### src/rtl/sramlike_arbiter.sv
// sramlike_arbiter: two-master (inst, data) to one-slave sram-like arbiter.
// One transaction in flight at a time; ownership held from request to data_ok.
// Ports:
//   clk, rst                      clock, synchronous active-high reset
//   inst_* / data_*               master request side, handshakes and rdata back
//   bus_*                         shared slave side (AXI bridge)
//   owner                         current/last owner (0 = inst, 1 = data)
//   arb_err                       sticky slave protocol-error flag
// Build option: ARB_ROUND_ROBIN_EN selects round-robin tie-break
// (default: data wins every tie).
module sramlike_arbiter #(
    parameter int AW = 32,
    parameter int DW = 32
) (
    input  logic          clk,
    input  logic          rst,

    input  logic          inst_req,
    input  logic          inst_wr,
    input  logic [1:0]    inst_size,
    input  logic [AW-1:0] inst_addr,
    input  logic [DW-1:0] inst_wdata,
    output logic [DW-1:0] inst_rdata,
    output logic          inst_addr_ok,
    output logic          inst_data_ok,

    input  logic          data_req,
    input  logic          data_wr,
    input  logic [1:0]    data_size,
    input  logic [AW-1:0] data_addr,
    input  logic [DW-1:0] data_wdata,
    output logic [DW-1:0] data_rdata,
    output logic          data_addr_ok,
    output logic          data_data_ok,

    output logic          bus_req,
    output logic          bus_wr,
    output logic [1:0]    bus_size,
    output logic [AW-1:0] bus_addr,
    output logic [DW-1:0] bus_wdata,
    input  logic [DW-1:0] bus_rdata,
    input  logic          bus_addr_ok,
    input  logic          bus_data_ok,

    output logic          owner,
    output logic          arb_err
);

    typedef enum logic [1:0] {
        S_IDLE,
        S_ADDR,
        S_WAIT
    } state_t;

    state_t state_q;
    logic   owner_q;
    logic   err_q;

    logic   any_req;
    logic   tie_win;
    logic   win;
    logic   sel;
    logic   sel_req;
    logic   drive;
    logic   in_wait;
    logic   err_set;

`ifdef ARB_ROUND_ROBIN_EN
    // Last granted master; the other one wins the next tie.
    logic   last_q;
    assign tie_win = ~last_q;
`else
    assign tie_win = 1'b1;
`endif

    assign any_req = inst_req | data_req;
    assign win     = (inst_req & data_req) ? tie_win : data_req;

    // In IDLE the fresh winner drives the bus; afterwards the latched owner.
    assign sel     = (state_q == S_IDLE) ? win : owner_q;
    assign sel_req = sel ? data_req : inst_req;
    assign drive   = (state_q != S_WAIT) & sel_req;
    assign in_wait = (state_q == S_WAIT);

    assign bus_req   = drive;
    assign bus_wr    = drive & (sel ? data_wr : inst_wr);
    assign bus_size  = drive ? (sel ? data_size  : inst_size)  : '0;
    assign bus_addr  = drive ? (sel ? data_addr  : inst_addr)  : '0;
    assign bus_wdata = drive ? (sel ? data_wdata : inst_wdata) : '0;

    assign inst_addr_ok = bus_addr_ok & drive & ~sel;
    assign data_addr_ok = bus_addr_ok & drive & sel;
    assign inst_data_ok = bus_data_ok & in_wait & ~owner_q;
    assign data_data_ok = bus_data_ok & in_wait & owner_q;

    assign inst_rdata = bus_rdata;
    assign data_rdata = bus_rdata;

    assign owner   = owner_q;
    assign arb_err = err_q;

    // data_ok outside WAIT, or addr_ok with nothing offered, is a slave bug.
    assign err_set = (bus_data_ok & ~in_wait) | (bus_addr_ok & ~drive);

    always_ff @(posedge clk) begin
        if (rst) begin
            state_q <= S_IDLE;
            owner_q <= 1'b0;
            err_q   <= 1'b0;
`ifdef ARB_ROUND_ROBIN_EN
            last_q  <= 1'b1;
`endif
        end else begin
            if (err_set) begin
                err_q <= 1'b1;
            end
            unique case (state_q)
                S_IDLE: begin
                    if (any_req) begin
                        owner_q <= win;
`ifdef ARB_ROUND_ROBIN_EN
                        last_q  <= win;
`endif
                        state_q <= bus_addr_ok ? S_WAIT : S_ADDR;
                    end
                end
                S_ADDR: begin
                    if (bus_addr_ok & drive) begin
                        state_q <= S_WAIT;
                    end
                end
                S_WAIT: begin
                    if (bus_data_ok) begin
                        state_q <= S_IDLE;
                    end
                end
                default: state_q <= S_IDLE;
            endcase
        end
    end

endmodule
### config.mk
export PLATFORM = sky130hd
export DESIGN_NAME = sramlike_arbiter
export DESIGN_NICKNAME = d
export VERILOG_FILES = /design/src/rtl/sramlike_arbiter.sv
export SDC_FILE = /design/constraint.sdc
export NUM_CORES = 1
export LEC_CHECK = 0
export ABC_AREA = 1
export BUFFER_PORTS_ARGS = -buffer_cell sky130_fd_sc_hd__buf_2
export CORE_AREA = 2 2 120 122
export DETAILED_ROUTE_END_ITERATION = 7
export DIE_AREA = 0 0 122 124
export PLACE_DENSITY = 0.49
export SLEW_MARGIN = 20
export SYNTH_ARGS = -nofsm -noshare
export SYNTH_HDL_FRONTEND = slang
export SYNTH_SLANG_ARGS = --single-unit
### constraint.sdc
create_clock -name clk -period 3.2 [get_ports clk]
set_input_delay 0.64 -clock clk [delete_from_list [all_inputs] [get_ports clk]]
set_output_delay 0.64 -clock clk [all_outputs]
set_load 0.05 [all_outputs]
After elaboration in Yosys (flattened, before gate mapping)
Cells that the tools add are included.
{"block": "op_classes", "mul": 0, "mux": 15, "addsub": 0, "n_reduce_logical": 3, "order_cmp": 0, "shifts": 0, "eq_ne": 6, "div_mod_pow": 0, "n_bitwise": 17}
{"cell": "32-bit two-way mux", "count": 4}
{"cell": "2-bit two-way mux", "count": 6}
{"cell": "1-bit AND", "count": 11}
{"cell": "2-bit != test, second input constant", "count": 4}
{"cell": "2-bit case mux with 3 select lines", "count": 1}
{"cell": "1-bit two-way mux", "count": 4}
{"cell": "1-bit inverter", "count": 4}
{"cell": "3-bit AND reduction", "count": 1}
{"cell": "2-bit by 1-bit == test with 1-bit output, second input constant", "count": 1}
{"cell": "2-bit == test, second input constant", "count": 1}
{"cell": "2-bit zero test", "count": 1}
{"cell": "1-bit OR", "count": 2}
{"cell": "2-bit AND reduction", "count": 1}
{"block": "totals", "latch_bits": 0, "mem_bits_ro": 0, "mem_bits_rw": 0, "wordCells": 44, "inputBits": 172, "regBits": 4, "n_memories": 0}

Longest topological paths before layout
{"block": "logic_depth", "depth_word": 8, "ltp_mapped": 9, "ltp_nobuf": 9}

Least setup slack after synthesis
Ideal clock, no wire load.
{"block": "synth_path", "path_kind": "register to output", "startpoint": "register owner_q, in the netlist owner", "endpoint": "output port bus_wdata[12]", "stages_incl_launch_ff": 7, "path_buffers": 2, "arrival_time_ns": 2.010, "required_ns": 2.560, "path_slack_ns": 0.550, "cell_sequence": "dfxtp_1 > nand2_2 > nand2_4 > buf_6 > buf_6 > nand2_1 > a21oi_1"}
{"block": "synth_via", "elab_chain_len": 4}
{"item": "start, declared", "line": "56", "source": "logic owner_q;"}
{"item": "start signal, assigned", "line": "120", "source": "owner_q <= win;"}
{"item": "1-bit two-way mux (*)", "line": "80", "source": "assign sel = (state_q == S_IDLE) ? win : owner_q;"}
{"item": "1-bit two-way mux", "line": "81", "source": "assign sel_req = sel ? data_req : inst_req;"}
{"item": "1-bit AND", "line": "82", "source": "assign drive = (state_q != S_WAIT) & sel_req;"}
{"item": "32-bit two-way mux (*)", "line": "89", "source": "assign bus_wdata = drive ? (sel ? data_wdata : inst_wdata) : '0;"}
{"item": "end, declared", "line": "40", "source": "output logic [DW-1:0] bus_wdata,"}
Mark *: on every way between the ends. The rest lies on a longest branch, timed or not.

Final worst setup path
{"block": "layout_path", "startpoint": "input port data_req", "endpoint": "output port bus_wdata[23]"}
{"block": "layout_via", "elab_chain_len": 6}
{"item": "start, declared", "line": "27", "source": "input logic data_req,"}
{"item": "1-bit AND", "line": "77", "source": "assign win = (inst_req & data_req) ? tie_win : data_req;"}
{"item": "1-bit two-way mux", "line": "77"}
{"item": "1-bit two-way mux", "line": "80"}
{"item": "1-bit two-way mux", "line": "81"}
{"item": "1-bit AND", "line": "82"}
{"item": "32-bit two-way mux (*)", "line": "89"}
Marks and branches as above.

==> summary.md <==
| Metric | Value |
|---|---|
| Status | completed |
| Multi-input combinational cell area | 0.00111 mm^2 |
| Full die area | 0.0151 mm^2 |
| Row Count | 43 |
| I/O Pins | 310 |
| Core area | 0.0137 mm^2 |
| List of cells traversed by the critical path | buf_2 > nand2_4 > nand3_1 > nand2_2 > nand2_4 > buf_12 > a21oi_2 > buf_2 |
| Worst skew pair latency | 0.23 ns |
| Layout cells sized above 1 | 56.2% |
| Largest net degree at the start of global routing | 41 |
| Library cell used as clock root buffer | clkbuf_16 |
| Netlist cell types | 19 |
| Area of the mapped netlist | 0.00185 mm^2 |
| Setup violations, final | 0 |
| Count of flip-flops with a built-in enable after synthesis | 0 |
| Area overhead of the layout relative to synthesis | 42.7% |
| Starting density of the core | 13.5% |
| Starting DRT DRC Count | 71 |
| Clock period minus final worst setup slack | 2.64 ns |
| Number of diodes added for antenna fixing | 0 |
| Post-route fraction of the period consumed by the critical path | 82.5% |
| Cell count after synthesis | 330 |
| Number of gates resized after cts | 0 |
| Pleak | 1.52 nW |
| IO Port Bufs | 213 |
| Worst-path maximum fanout | 39 |
| Number of vias per cell after detailed routing | 3.78 |
| Setup TNS after final layout | 0 ns |
| Global-route wire length before repair | 10,200 um |
| Largest cells by area after synthesis | nand2_1 (27%), buf_4 (27%), a21oi_1 (14%) |
| Yosys top cell by area | nand2_1 |
| CTS Sinks | 4 |
| Synthesized Nets | 502 |
| Final Util | 19.2% |
| Final Hold Slack | 0.527 ns |
| Min-Delay Path Class | reg -> reg |
| Length of the first detailed-routing pass in iterations | 4 |
| Crit path required time | 2.56 ns |
| Remaining max-slew budget at the tightest pin | 67.8% |
| Antenna Nets Post-Route | 0 |
| GPL Wtd Cong | 0.761 |
| Pins Over Slew Limit | 0 |
| Most used DFF post-synth | dfxtp_1 |
| Power density relative to cell area | 614 mW/mm^2 |
| Number of max-capacitance violations reported | 0 |
| Unrepaired setup endpoints after global routing | no |
| Most numerous cell in the Yosys netlist | nand2_1 |
| Hold-fix buffer count after cts | 0 |
| Commonest cells in the netlist | nand2_1 (133), buf_4 (66), a21oi_1 (52) |
| Wire length per cell after detailed routing | 11.0 um |
| Async set-or-reset flop fraction in the synthesized netlist | 0% |
| Ys Warns | 0 |
| Flop and latch count out of synthesis | 4 |
| Aggregate routed wire length | 7080 um |
| Nature of the critical path endpoint | output pin |
| Filler cell count | 1,635 |
| Half-perimeter wire length after placement | 5800 um |
| Fraction of post-synthesis cell area in the top cell type by area | 27.0% |
| Final routed DRC violation total | 0 |
| Final layout net count | 640 |
| Clk buf depth | 2 |
| Total global routing track utilization | 8.18% |
| Number of CTS-inserted buffers | 3 |
| Sequential cell area fraction in the yosys report | 4.34% |
| Routed vias | 2,440 |
| Horizontal extent of the die | 122 um |
| Buf+Inv Stages, Crit Path | 3 |
| Via count of the first global-routing pass | 2,196 |
| Mean post-synth cell area | 5.60 um^2 |
| Category of the critical setup timing path | in -> out |
| Element type at the critical path start | primary input |
| Fin Clk Skew | 0.000107 ns |
| Stage delay of the slowest cell on the critical path | 0.28 ns |
| DIE HEIGHT | 124 um |
| Transition time at the pin with the least slew margin | 0.483 ns |
| Critical Path AT | 2.00 ns |
| TritonCTS clock tree | yes |
| Peak supply drop | 0.296 mV |
| Clock transition at the registers of the reported paths | 0.03 ns |
| Grt ovf | 0 |
| Total setup buffers inserted after CTS | 0 |
| Family with the most delay on the worst path | buffers and inverters |
| Antenna violations before repair | 0 |
| Register cell area after layout | 80.1 um^2 |
| Final Hold Vio Count | 0 |
| Slowest cell on the critical path | buf_12 |
| H-tree lvl count | 1 |
| Max Clk Rate | 0.379 GHz |
[metrics by stage]
stage	setup WS (ns)	cell area [um^2]	total power, mW	cells
2_1_floorplan	0.550	1850	1.34	330
3_3_place_gp	0.546	2560	1.44	643
3_5_place_dp	0.547	2560	1.43	643
4_1_cts	0.550	2640	1.63	646
5_1_grt	0.420	2640	1.73	646
6_report	0.560	2640	1.62	646
[worst paths after layout]
check,start,endpoint,slack (ns),depth (start not counted)
setup / recovery,data_req,bus_wdata[23],0.56,8
setup reg to reg,state_q[0],arb_err,1.76,8
hold reg to reg,arb_err,arb_err,0.53,2
hold / removal,arb_err,arb_err,0.53,2
[report_power, final]
part | internal [mW] | total [mW] | switching [mW]
Clock | 0.160 | 0.198 | 0.0379
Combinational | 0.318 | 1.36 | 1.04
Sequential | 0.0572 | 0.0655 | 0.00835
[state kept, by name, indices dropped and copies added, names as in the netlist]
name	flops
arb_err	1
state_q	2
owner	1
[logic make-up (layout without fill, tap and decap cells)]
logic type             after synthesis  count (layout)  synth area share [%]
DFF                                  4               4                  4.34
AOI/OAI and AO/OA                   73              73                  24.0
and+or+nand+nor                    160             160                  36.0
buffers and inverters               93             229                  35.6
[cell usage in the layout (no fill, tap or decap), drive strengths merged]
| cell type | Yosys | layout |
|---|---|---|
| inv | 8 | 8 |
| dfxtp | 4 | 4 |
| o2111a | 1 | 1 |
| buf | 85 | 218 |
| and3 | 1 | 1 |
| nor2 | 6 | 6 |
| o21ai | 1 | 1 |
| nand3 | 3 | 3 |
| or2 | 1 | 1 |
| nand2 | 148 | 148 |
| clkbuf | 0 | 3 |
| a21oi | 71 | 71 |
| nor3 | 1 | 1 |
[area by class of cell]
type | instances | area share (%)
timing repair buffer | 218 | 42.4
clock buffer | 3 | 2.85
sequential | 4 | 3.04
inverter | 8 | 1.14
multi-input combinational | 233 | 42.1
tap | 180 | 8.55
[metal layers]
metal  routed length [um]  GRT usage, %  vias up  part of all wire [%]
met1                 2660          8.92     1018                    38
met5                    0             0        -                     0
met3                  659          2.11       28                   9.3
li1                     -             -     1252                     -
met2                 3530          15.3      142                    50
met4                  223          2.87        0                   3.2
[tightest hold or removal path: cells and delay by family, from the launching register on]
kind	cells	cell delay (ns)
AOI/OAI and AO/OA	2	0.16
DFF	1	0.32
No activity file was read; power rests on OpenSTA's default activity.
